===== src/rtl/shift_arbiter_if.sv =====
// shift_arbiter_if: request/response bundle for shift_arbiter.
//   a_*    requester A: valid/ready handshake, 32-bit operand, 5-bit shamt, 2-bit op
//   b_*    requester B: same fields as A
//   resp_* result channel: valid/ready handshake, 32-bit data, requester id, error flag
// Modports: slave = arbiter side, master = requesters and consumer side.
interface shift_arbiter_if;
    logic        a_valid;
    logic        a_ready;
    logic [31:0] a_data;
    logic [4:0]  a_shamt;
    logic [1:0]  a_op;

    logic        b_valid;
    logic        b_ready;
    logic [31:0] b_data;
    logic [4:0]  b_shamt;
    logic [1:0]  b_op;

    logic        resp_valid;
    logic        resp_ready;
    logic [31:0] resp_data;
    logic        resp_id;
    logic        resp_err;

    modport slave (
        input  a_valid, a_data, a_shamt, a_op,
        output a_ready,
        input  b_valid, b_data, b_shamt, b_op,
        output b_ready,
        output resp_valid, resp_data, resp_id, resp_err,
        input  resp_ready
    );

    modport master (
        output a_valid, a_data, a_shamt, a_op,
        input  a_ready,
        output b_valid, b_data, b_shamt, b_op,
        input  b_ready,
        input  resp_valid, resp_data, resp_id, resp_err,
        output resp_ready
    );
endinterface


===== src/rtl/shift_arbiter.sv =====
// shift_arbiter: two requesters share one 32-bit shifter under round-robin
// arbitration; each accepted request produces one registered, tagged result
// that is held until the consumer takes it.
// Ports:
//   clock     system clock, rising edge
//   reset     asynchronous active-high reset
//   bus       shift_arbiter_if.slave (A/B requests, result channel)
//   a_grants  A accept counter, saturating (only with SHIFT_ARB_STATS_EN)
//   b_grants  B accept counter, saturating (only with SHIFT_ARB_STATS_EN)
// Optional feature macro: SHIFT_ARB_STATS_EN enables the grant counters.

// Five-stage logarithmic left shifter, zero fill.
module shift_arbiter_lsh (
    input  logic [31:0] din,
    input  logic [4:0]  shamt,
    output logic [31:0] dout
);
    logic [5:0][31:0] stage;

    assign stage[0] = din;

    for (genvar k = 0; k < 5; k++) begin : g_stage
        assign stage[k+1] = shamt[k] ? (stage[k] << (1 << k)) : stage[k];
    end

    assign dout = stage[5];
endmodule

module shift_arbiter #(
    parameter bit          RR_INIT = 1'b0,
    parameter int unsigned STAT_W  = 16
) (
    input  logic              clock,
    input  logic              reset,
    shift_arbiter_if.slave    bus
`ifdef SHIFT_ARB_STATS_EN
    ,
    output logic [STAT_W-1:0] a_grants,
    output logic [STAT_W-1:0] b_grants
`endif
);

    typedef enum logic {
        IDLE = 1'b0,
        RESP = 1'b1
    } state_t;

    localparam logic [1:0] OP_SLL = 2'b00;
    localparam logic [1:0] OP_SRL = 2'b01;
    localparam logic [1:0] OP_SRA = 2'b10;
    localparam logic [1:0] OP_RSV = 2'b11;

    if (STAT_W == 0) begin : g_bad_stat_w
        $error("shift_arbiter: STAT_W must be at least 1");
    end

    state_t      state_q, state_d;
    logic        ptr_q, ptr_d;
    logic [31:0] data_q, data_d;
    logic        id_q, id_d;
    logic        err_q, err_d;

    logic        can_issue;
    logic        grant_b;
    logic        a_ready_c, b_ready_c;
    logic        accept;

    logic [31:0] sel_data;
    logic [4:0]  sel_shamt;
    logic [1:0]  sel_op;
    logic [31:0] lsh_in, lsh_out;
    logic [31:0] fill_mask;
    logic [31:0] shift_res;

    function automatic logic [31:0] rev32(input logic [31:0] x);
        logic [31:0] r;
        for (int i = 0; i < 32; i++) begin
            r[i] = x[31-i];
        end
        return r;
    endfunction

    // Operand select follows the grant; harmless when nothing is granted.
    assign sel_data  = grant_b ? bus.b_data  : bus.a_data;
    assign sel_shamt = grant_b ? bus.b_shamt : bus.a_shamt;
    assign sel_op    = grant_b ? bus.b_op    : bus.a_op;

    // Right shifts reuse the left shifter by reversing operand and result.
    assign lsh_in = (sel_op == OP_SLL) ? sel_data : rev32(sel_data);

    shift_arbiter_lsh u_lsh (
        .din   (lsh_in),
        .shamt (sel_shamt),
        .dout  (lsh_out)
    );

    // Top sel_shamt bits set: same as ~rev32(all-ones << shamt), built as a thermometer.
    always_comb begin
        fill_mask = '0;
        for (int j = 0; j < 32; j++) begin
            fill_mask[31-j] = (5'(j) < sel_shamt);
        end
    end

    // Final result by op; the reserved op yields zero.
    always_comb begin
        shift_res = '0;
        unique case (sel_op)
            OP_SLL:  shift_res = lsh_out;
            OP_SRL:  shift_res = rev32(lsh_out);
            OP_SRA:  shift_res = rev32(lsh_out) | (fill_mask & {32{sel_data[31]}});
            OP_RSV:  shift_res = '0;
            default: shift_res = '0;
        endcase
    end

    // Arbitration, handshake and next-state logic.
    always_comb begin
        state_d   = state_q;
        ptr_d     = ptr_q;
        data_d    = data_q;
        id_d      = id_q;
        err_d     = err_q;
        a_ready_c = 1'b0;
        b_ready_c = 1'b0;

        can_issue = (state_q == IDLE) || bus.resp_ready;
        // B wins when it is the only requester or holds the priority pointer.
        grant_b   = bus.b_valid && (!bus.a_valid || ptr_q);

        if (can_issue) begin
            a_ready_c = bus.a_valid && !grant_b;
            b_ready_c = grant_b;
        end
        accept = a_ready_c || b_ready_c;

        unique case (state_q)
            IDLE:    if (accept) state_d = RESP;
            RESP:    if (bus.resp_ready && !accept) state_d = IDLE;
            default: state_d = IDLE;
        endcase

        if (accept) begin
            data_d = shift_res;
            id_d   = grant_b;
            err_d  = (sel_op == OP_RSV);
            ptr_d  = !grant_b;
        end
    end

    // State and result registers.
    always_ff @(posedge clock or posedge reset) begin
        if (reset) begin
            state_q <= IDLE;
            ptr_q   <= RR_INIT;
            data_q  <= '0;
            id_q    <= 1'b0;
            err_q   <= 1'b0;
        end else begin
            state_q <= state_d;
            ptr_q   <= ptr_d;
            data_q  <= data_d;
            id_q    <= id_d;
            err_q   <= err_d;
        end
    end

    assign bus.a_ready    = a_ready_c;
    assign bus.b_ready    = b_ready_c;
    assign bus.resp_valid = (state_q == RESP);
    assign bus.resp_data  = data_q;
    assign bus.resp_id    = id_q;
    assign bus.resp_err   = err_q;

`ifdef SHIFT_ARB_STATS_EN
    // Saturating per-requester accept counters.
    always_ff @(posedge clock or posedge reset) begin
        if (reset) begin
            a_grants <= '0;
            b_grants <= '0;
        end else begin
            if (a_ready_c && (a_grants != {STAT_W{1'b1}})) begin
                a_grants <= a_grants + STAT_W'(1);
            end
            if (b_ready_c && (b_grants != {STAT_W{1'b1}})) begin
                b_grants <= b_grants + STAT_W'(1);
            end
        end
    end
`endif

endmodule


===== src/flat_wrapper.sv =====
// flat-port wrapper written by rule: the top's interface ports become plain ports
module shift_arbiter_flat 
#(
    parameter bit          RR_INIT = 1'b0,
    parameter int unsigned STAT_W  = 16
)
  (clock, reset, bus_a_valid, bus_a_data, bus_a_shamt, bus_a_op, bus_a_ready, bus_b_valid, bus_b_data, bus_b_shamt, bus_b_op, bus_b_ready, bus_resp_valid, bus_resp_data, bus_resp_id, bus_resp_err, bus_resp_ready);
  shift_arbiter_if bus_i ();
  input  logic clock;
  input  logic reset;
  input wire logic [$bits(bus_i.a_valid)-1:0] bus_a_valid;
  input wire logic [$bits(bus_i.a_data)-1:0] bus_a_data;
  input wire logic [$bits(bus_i.a_shamt)-1:0] bus_a_shamt;
  input wire logic [$bits(bus_i.a_op)-1:0] bus_a_op;
  output wire logic [$bits(bus_i.a_ready)-1:0] bus_a_ready;
  input wire logic [$bits(bus_i.b_valid)-1:0] bus_b_valid;
  input wire logic [$bits(bus_i.b_data)-1:0] bus_b_data;
  input wire logic [$bits(bus_i.b_shamt)-1:0] bus_b_shamt;
  input wire logic [$bits(bus_i.b_op)-1:0] bus_b_op;
  output wire logic [$bits(bus_i.b_ready)-1:0] bus_b_ready;
  output wire logic [$bits(bus_i.resp_valid)-1:0] bus_resp_valid;
  output wire logic [$bits(bus_i.resp_data)-1:0] bus_resp_data;
  output wire logic [$bits(bus_i.resp_id)-1:0] bus_resp_id;
  output wire logic [$bits(bus_i.resp_err)-1:0] bus_resp_err;
  input wire logic [$bits(bus_i.resp_ready)-1:0] bus_resp_ready;
  assign bus_i.a_valid = bus_a_valid;
  assign bus_i.a_data = bus_a_data;
  assign bus_i.a_shamt = bus_a_shamt;
  assign bus_i.a_op = bus_a_op;
  assign bus_a_ready = bus_i.a_ready;
  assign bus_i.b_valid = bus_b_valid;
  assign bus_i.b_data = bus_b_data;
  assign bus_i.b_shamt = bus_b_shamt;
  assign bus_i.b_op = bus_b_op;
  assign bus_b_ready = bus_i.b_ready;
  assign bus_resp_valid = bus_i.resp_valid;
  assign bus_resp_data = bus_i.resp_data;
  assign bus_resp_id = bus_i.resp_id;
  assign bus_resp_err = bus_i.resp_err;
  assign bus_i.resp_ready = bus_resp_ready;
  shift_arbiter #(.RR_INIT(RR_INIT), .STAT_W(STAT_W)) u_core (.clock(clock), .reset(reset), .bus(bus_i));
endmodule

===== config.mk =====
export PLATFORM = sky130hd
export DESIGN_NAME = shift_arbiter_flat
export DESIGN_NICKNAME = d
export VERILOG_FILES = /design/src/rtl/shift_arbiter_if.sv /design/src/rtl/shift_arbiter.sv /design/src/flat_wrapper.sv
export SDC_FILE = /design/constraint.sdc
export NUM_CORES = 1
export LEC_CHECK = 0
export CORE_MARGIN = 4
export CORE_UTILIZATION = 39
export DETAILED_ROUTE_END_ITERATION = 10
export PLACE_DENSITY = 0.68
export SKIP_LAST_GASP = 1
export SYNTH_ARGS = -nofsm -noshare
export SYNTH_HDL_FRONTEND = slang
export SYNTH_HIERARCHICAL = 1
export SYNTH_SLANG_ARGS = --single-unit

===== constraint.sdc =====
create_clock -name clock -period 3.4 [get_ports clock]
set_input_delay 0.51 -clock clock [delete_from_list [all_inputs] [get_ports clock]]
set_output_delay 0.51 -clock clock [all_outputs]
set_load 0.05 [all_outputs]

==> run summary, run 1 <==
The run finished with clean final reports. In this run the core area contains 41 standard-cell rows. Ranked by total cell area, the synthesized netlist is headed by mux4_2, dfrtp_1, nor2_1. The largest fanout on the critical path is 13. The total of fill cells in the finished design came out at 1,128. The floorplan die height came out at 122 um. Data arrives at the worst endpoint at between 3 and 4 ns. The final count of negative-setup-slack endpoints is 0. The post-route antenna net violation count is 0. The share of synthesized area in the top cell type comes to 24.7%. The number of different library cells in the post-synthesis netlist is 68.

Setup repair after global routing could not meet its margin everywhere. For this block, the via count after detailed routing is 5,969. The post-detailed-route wirelength per cell is between 20 and 25 um. The via count of the first global-routing pass is 5,828. The startpoint type of the worst setup path is a flop. The DRC violations left is 0. Yosys printed 6 warnings.

Before CTS, the worst setup slack after placement is -0.663 ns. The number of max-slew violations in the final report is 0. The maximum count of clock buffers along a single path is 2. The total count of hold-check failures in the final report came out at 0. The floorplan core area came out at 12,700 sq um. CTS built an H-tree with a depth of 2. The worst setup path is of the flop to flop kind.

In the synthesized netlist the dominant register cell turns out to be dfrtp_1. The floorplan step defined a die boundary enclosing 15,000 sq um. By count the netlist is led by nor2_1, mux4_2, a21oi_1, nand2_1, dfrtp_1. The static leakage is 3.12 nW.

The first-pass iteration count of the detailed router came out at 5. The later-pin clock latency in the skew report is 0.29 ns. The final wirelength came out at ~22,000 um. The share of final-layout standard cells stronger than drive strength 1 is roughly 36%. The starting DRC count in detailed routing came out at 729. The floorplan die width came out at about 120 um. The root buffer selected by CTS is clkbuf_16.

The via count normalized by instance count is roughly 6.3. The final worst hold slack came out at 0.484 ns. Sequential elements use 17.7% of the synthesized area.

Across the VDD grid, the largest voltage drop is approximately 320 uV. Along the worst hold path, the cell count comes to 1. TritonCTS built the clock tree. The storage element area is 901 sq um. The number of antenna diodes in the final layout is 0. The flop and latch count out of synthesis came out at 36.

STA classifies the critical path endpoint as a flop. A synthesized cell averages slightly above 9 sq um. In this run the worst hold path is classified as flop to flop.

The clock-pin transition on the worst setup and hold timing paths came out at 0.06 ns. Among all cell types in the netlist, the one instantiated most often is nor2_1. The power density over cell area came out at 452 nW/um^2.

The final net count came out at 851. Summed over all instances, the cell type with the most area after synthesis is mux4_2. The post-synth design cell area is 5100 sq um. The wire length of the first global-routing pass is 33,500 um.

The portion of the clock cycle consumed by the worst path in the final layout came out at 98.1%. Synthesis produced a netlist whose cell count is 546. Data on the critical path is required at its endpoint by between 3 and 4 ns. The half-perimeter wire length of the detailed placement result came out at about 17,000 um. The number of CTS-inserted buffers came out at 5. In the final layout, the multi-input gates occupy between 3000 and 4000 sq um. The depth of the worst register-to-register path came out at 11. The top-level port count came out at 120. The final weighted congestion in routability-driven placement is 1.02. Static timing analysis puts the maximum clock frequency at 300 MHz. Global routing finished with a remaining overflow of 0.

The worst-margin pin slew is 0.888 ns. The count of buffers from port buffering is ~120. The tool flagged a number of max-cap violations equal to 0. The synthesized design contains 0 enable-type register cells.

The worst slew margin relative to its limit is 40.7%. The async set or reset register ratio after synthesis is 100%. Compared with the post-synthesis result, the final layout area differs by 52.7%. The initial antenna violation count was 0. The post-synthesis net count is 629. The global-route total usage across every layer is between 20 and 30%.

The post-layout minimum cycle time came out at between 3 and 4 ns. The clock drives 36 sinks. Entering global routing, the biggest net connects 33 pins.

The smallest setup slack after layout came out at between 0.06 and 0.07 ns. The clock arrives with 0.00566 ns of skew. The initial standard-cell utilization of the core is 40.1%.
## cell usage in the layout, fill, tap and decap left out, types with 8 or more instances in the layout
master / count
buf_4: 133
clkdlybuf4s50_1: 111
nor2_1: 64
mux4_2: 64
a21oi_1: 46
nand2_1: 43
dfrtp_1: 36
o22ai_1: 25
buf_12: 15
mux2_2: 15
o21ai_0: 12
a211oi_1: 10
inv_1: 9
nand3_1: 9
mux2i_1: 9
nor3_1: 9
a22oi_1: 8
## logic make-up after synthesis
kind of cell	share of synthesized area, %
compound gates	22.7
xor+xnor	0.344
buf+inv	6.83
flops	17.7
mux	36.4
simple gates	16.1
## where the power goes
part	switching, mW	internal (mW)
combinational	1.32	1.13
sequential	0.0708	0.526
clock	0.195	0.270
total	1.59	1.93
## critical path: stages (launching register included)
cell and delay (ns):
dfrtp_1 0.39, nand2b_4 0.16, nand2_4 0.10, buf_6 0.13, buf_12 0.15, mux4_2 0.58
buf_4 0.17, mux4_2 0.48, mux2_2 0.32, a221o_1 0.43, a31oi_2 0.20, o22ai_1 0.10
## flip-flops by register name, summed over array words and instances (netlist names)
signal	cells
u_core/ptr_q	1
u_core/bus.resp_valid	1
u_core/bus.resp_data	32
u_core/bus.resp_id	1
u_core/bus.resp_err	1
## cell type report
class / count / area share [%]
clock buffers: 5 / 1.61
clock inverters: 3 / 0.241
repair buffers: 268 / 32.4
multi-input cells: 446 / 50.9
well taps: 172 / 2.76
inverters: 11 / 0.530
flip-flops and latches: 36 / 11.6
## path summary, 6_finish.rpt
check	startpoint	end	slack (ns)
worst max register to register	u_core/ptr_q	u_core/bus.resp_data[5]	0.06
worst max-delay path	u_core/ptr_q	u_core/bus.resp_data[5]	0.06
worst min-delay path	u_core/bus.resp_id	u_core/bus.resp_id	0.48
min in group asynchronous	reset	u_core/bus.resp_data[11]	0.71
max in group asynchronous	reset	u_core/bus.resp_data[19]	1.88
worst min register to register	u_core/bus.resp_id	u_core/bus.resp_id	0.48
## per-stage QoR
stage	setup TNS (ns)	utilization, %	cells	total power [mW]	area, sq um
final	0	61.2	941	3.52	7780
after floorplan	0	-	546	1.92	5090
after detailed placement	-14.50	57.3	910	2.86	7290
after global routing	-0.00617	61.2	941	3.67	7780
after global placement	-13.11	57.3	910	2.85	7290
after CTS	0	60.3	936	3.43	7670
## metal layers
metal | GRT usage (%) | part of all wire, % | vias up
met5 | 0 | 0 | -
met4 | 7.14 | 2.0 | 0
met3 | 4.52 | 8.1 | 32
met2 | 45.3 | 48 | 343
met1 | 42.4 | 42 | 2963
li1 | - | - | 2631
## timing repair
action,in CTS,in global routing
hold endpoints to repair,0,0
setup endpoints to repair,31,27
buffers inserted,17,5
hold buffers,0,0
pin swaps,6,7
gates cloned,2,1
resized for setup,24,28
(Power assumes the default switching activity.)
==> run 2, diff against run 1 <==
--- a/config.mk
+++ b/config.mk
@@ -8,6 +8,7 @@
 export CORE_MARGIN = 4
 export CORE_UTILIZATION = 39
 export DETAILED_ROUTE_END_ITERATION = 10
+export HOLD_SLACK_MARGIN = 0.08
 export PLACE_DENSITY = 0.68
 export SKIP_LAST_GASP = 1
 export SYNTH_ARGS = -nofsm -noshare
==> results of run 2 <==
Final layout, timing and power as in run 1 (identical DEF).
==> run 3, diff against run 2 <==
--- a/config.mk
+++ b/config.mk
@@ -5,7 +5,7 @@
 export SDC_FILE = /design/constraint.sdc
 export NUM_CORES = 1
 export LEC_CHECK = 0
-export CORE_MARGIN = 4
+export CORE_MARGIN = 2
 export CORE_UTILIZATION = 39
 export DETAILED_ROUTE_END_ITERATION = 10
 export HOLD_SLACK_MARGIN = 0.08
==> run 3 against run 2 <==
Net effect: the flow now finishes with violations (negative setup slack); clock-buffer cell count rose by 2; critical path depth increased by 1; core utilization rose by 1.5 points; combinational power increased by 3%; worst setup slack got worse by 0.12 ns; sequential share of layout area fell by 0.23 points; design area grew 2.0%.
==> run summary, run 3 (synthesis gave the netlist of run 1 again) <==
The checks that failed: negative setup slack. The post-detailed-route wirelength per cell is 24.0 um. In this run the critical register-to-register path is captured at u_core/bus.resp_data[6]. The maximum level of the CTS H-tree is 2. The count of buffers from port buffering is 119. The post-route antenna net violation count came out at 0. The post-layout minimum cycle time is approximately 3.5 ns. The die footprint came out at ~14,000 sq um. Setup repair after global routing could not meet its margin everywhere. The final standard cell count with taps included and fillers excluded came out at 954. The worst-path cell with the longest stage delay is mux4_2. The count of hold-fix buffers inserted at cts came out at 0.

The most frequent cell on the critical path is mux4_2. At the worst endpoint, the required time is roughly 3.6 ns. The final global-route overflow total is 0.

The total chip power is 3.60 mW. The depth of the worst register-to-register path is 13. Of the cells placed in the final design, the portion with a size suffix greater than 1 is between 30% and 40%. The register with the most flip-flops in the layout has 32 of them.

The library cell used most frequently in the layout, excluding fill and tap cells, is buf_4. The final weighted congestion in routability-driven placement is 1.01. The number of clock sinks seen by CTS is 36.

Summing over every cut layer, the via total after detailed routing is approximately 6,100. The DRC violations left is 0. The starting DRC count in detailed routing is 719.

The final worst hold slack is between 0.4 and 0.5 ns. The met3 demand-to-capacity share in global routing is under 10%. The floorplan step defined a core boundary enclosing 12,700 sq um. The startpoint type of the worst setup path is a primary input. The via count normalized by instance count came out at around 6.4.

The signed area change from the synthesized netlist to the final layout came out at 55.8%. In the layout the commonest cells are buf_4, clkdlybuf4s50_1, nor2_1, mux4_2, nand2_1. Once routing completed, OpenROAD measured the worst setup slack at -0.0536 ns.

In this run the worst path has a maximum fanout of 6. The post-placement cell area came out at roughly 7300 sq um. The source of the critical timing path is bus_b_op[1].

The initial antenna violation count came to 0. The first-pass iteration count of the detailed router came out at 5. Detailed placement finished with a half-perimeter wire length of roughly 17,000 um. The count of placed standard cells including taps is 913. The worst-margin pin slew is 0.610 ns.

The top-level port count is 120. The category of the critical setup timing path is primary input to flop. In this run the worst setup path terminates at u_core/bus.resp_data[6]. In this run the static leakage power is around 3.2 nW.

Max-cap violations in this run came to 0. The core occupancy in the finished layout is 62.7%. The flow ran to the end, but the final reports show violations. The floorplan die height is 118 um. The post-place setup slack is -0.667 ns. The worst hold path class is flop to flop. The number of CTS-inserted buffers came out at 5. The minimum setup slack among reg-to-reg paths came out at -0.03 ns. The root buffer selected by CTS is clkbuf_16. The CTS tree is yes.

The number of antenna repair diodes is 0. Setup violations remaining at the end of the flow were counted as 3. Once the floorplan was initialized, standard cells occupied 40.2% of the core. The number of standard-cell rows in the floorplan is between 40 and 50. The maximum VDD drop came out at between 200 and 300 uV. The wire length of the first global-routing pass is roughly 34,000 um. STA classifies the critical path endpoint as a flop. met2 is the most crowded layer.

The worst pin sits at a relative slew slack of 59.1%. The power density over cell area is 453 nW/um^2. The final wirelength came out at about 23,000 um.

Traced cell by cell, the critical path runs through clkdlybuf4s50_1, nor2_4, mux2i_4, buf_12, buf_8, mux4_2, mux4_2, and3_4, a221oi_4, o211ai_1, a31oi_1, o22ai_1. The largest clock skew in the final design came out at 0.00408 ns. The final net count came out at around 860. Global routing used 31.2% of the available tracks across all layers. After clock tree synthesis, the clock-pin slew on the worst setup and hold paths is 0.05 ns. The via count of the first global-routing pass came out at 5,929.

Based on the critical path, the design can be clocked at up to 290 MHz. The largest net degree at the start of global routing came out at slightly above 40. The worst stage delay on the critical path is just under 0.6 ns.

The portion of the clock cycle consumed by the worst path in the final layout is 102%. Global routing consumed, on the met2 layer, 48.2% of the routing resources. The number of max-slew violations in the final report came out at 0. The maximum count of clock buffers along a single path came out at 2. The total count of hold-check failures in the final report is 0. The startpoint of the most critical register-to-register path is u_core/ptr_q. Global routing consumed, on the met1 layer, between 40% and 50% of the routing resources. The later-pin clock latency in the skew report is approximately 0.28 ns. Measured along the x axis, the die boundary spans about 120 um. For the final routed database, the setup TNS stands at -0.103 ns. The final non-filler cell area is ~7900 sq um. The critical path data arrival time came out at around 3.6 ns.
[run 3: cell types whose count changed in the layout (fill, tap and decap cells not counted), sizes merged]
cell / delta
clkinvlp: +1
dlymetal6s2s: -4
clkdlybuf4s15: +1
clkbuf: +1
clkdlybuf4s50: +2
clkinv: -3
dlygate4sd2: +2
buf: +13
[run 3: report_power, final]
| part | total [mW] | switching [mW] | internal [mW] |
|---|---|---|---|
| registers | 0.599 | 0.0725 | 0.526 |
| clock network | 0.474 | 0.182 | 0.292 |
| logic | 2.52 | 1.37 | 1.16 |
| total | 3.60 | 1.62 | 1.98 |
[run 3: area by class of cell]
type,instances,area [sq um]
Timing Repair Buffer,281,2600
Inverter,11,41.3
Multi-Input combinational cell,446,4040
Clock inverter,1,7.51
Sequential cell,36,901
Tap cell,172,215
Fill cell,1095,4730
Clock buffer,7,143
[run 3: timing repair]
action	in CTS	in global routing
gates cloned	2	1
resized for setup	29	41
endpoints found under the setup margin	31	24
setup buffers	29	3
endpoints found under the hold margin	0	0
pin swaps	7	8
[run 3: worst min-delay path by stage]
stage / depth (start not counted) / from / end
final: 1 / u_core/bus.resp_id / u_core/bus.resp_id
after global routing: 1 / u_core/bus.resp_id / u_core/bus.resp_id
after CTS: 1 / u_core/bus.resp_id / u_core/bus.resp_id
after detailed placement: 1 / u_core/bus.resp_id / u_core/bus.resp_id
after global placement: 1 / u_core/bus.resp_id / u_core/bus.resp_id
after floorplan: 1 / u_core/ptr_q / u_core/ptr_q
[run 3: worst max-delay path, delay by kind of cell]
family	cells	cell delay, ns
buffers and inverters	3	0.82
multiplexers	3	1.14
AND/OR/NAND/NOR	2	0.31
AO/OA/AOI/OAI	4	0.82
[run 3: metal layers]
| layer | share of wire [%] | vias up |
|---|---|---|
| li1 | - | 2654 |
| met3 | 9.5 | 55 |
| met1 | 41 | 2981 |
| met5 | 0 | - |
| met4 | 4.0 | 0 |
| met2 | 46 | 418 |
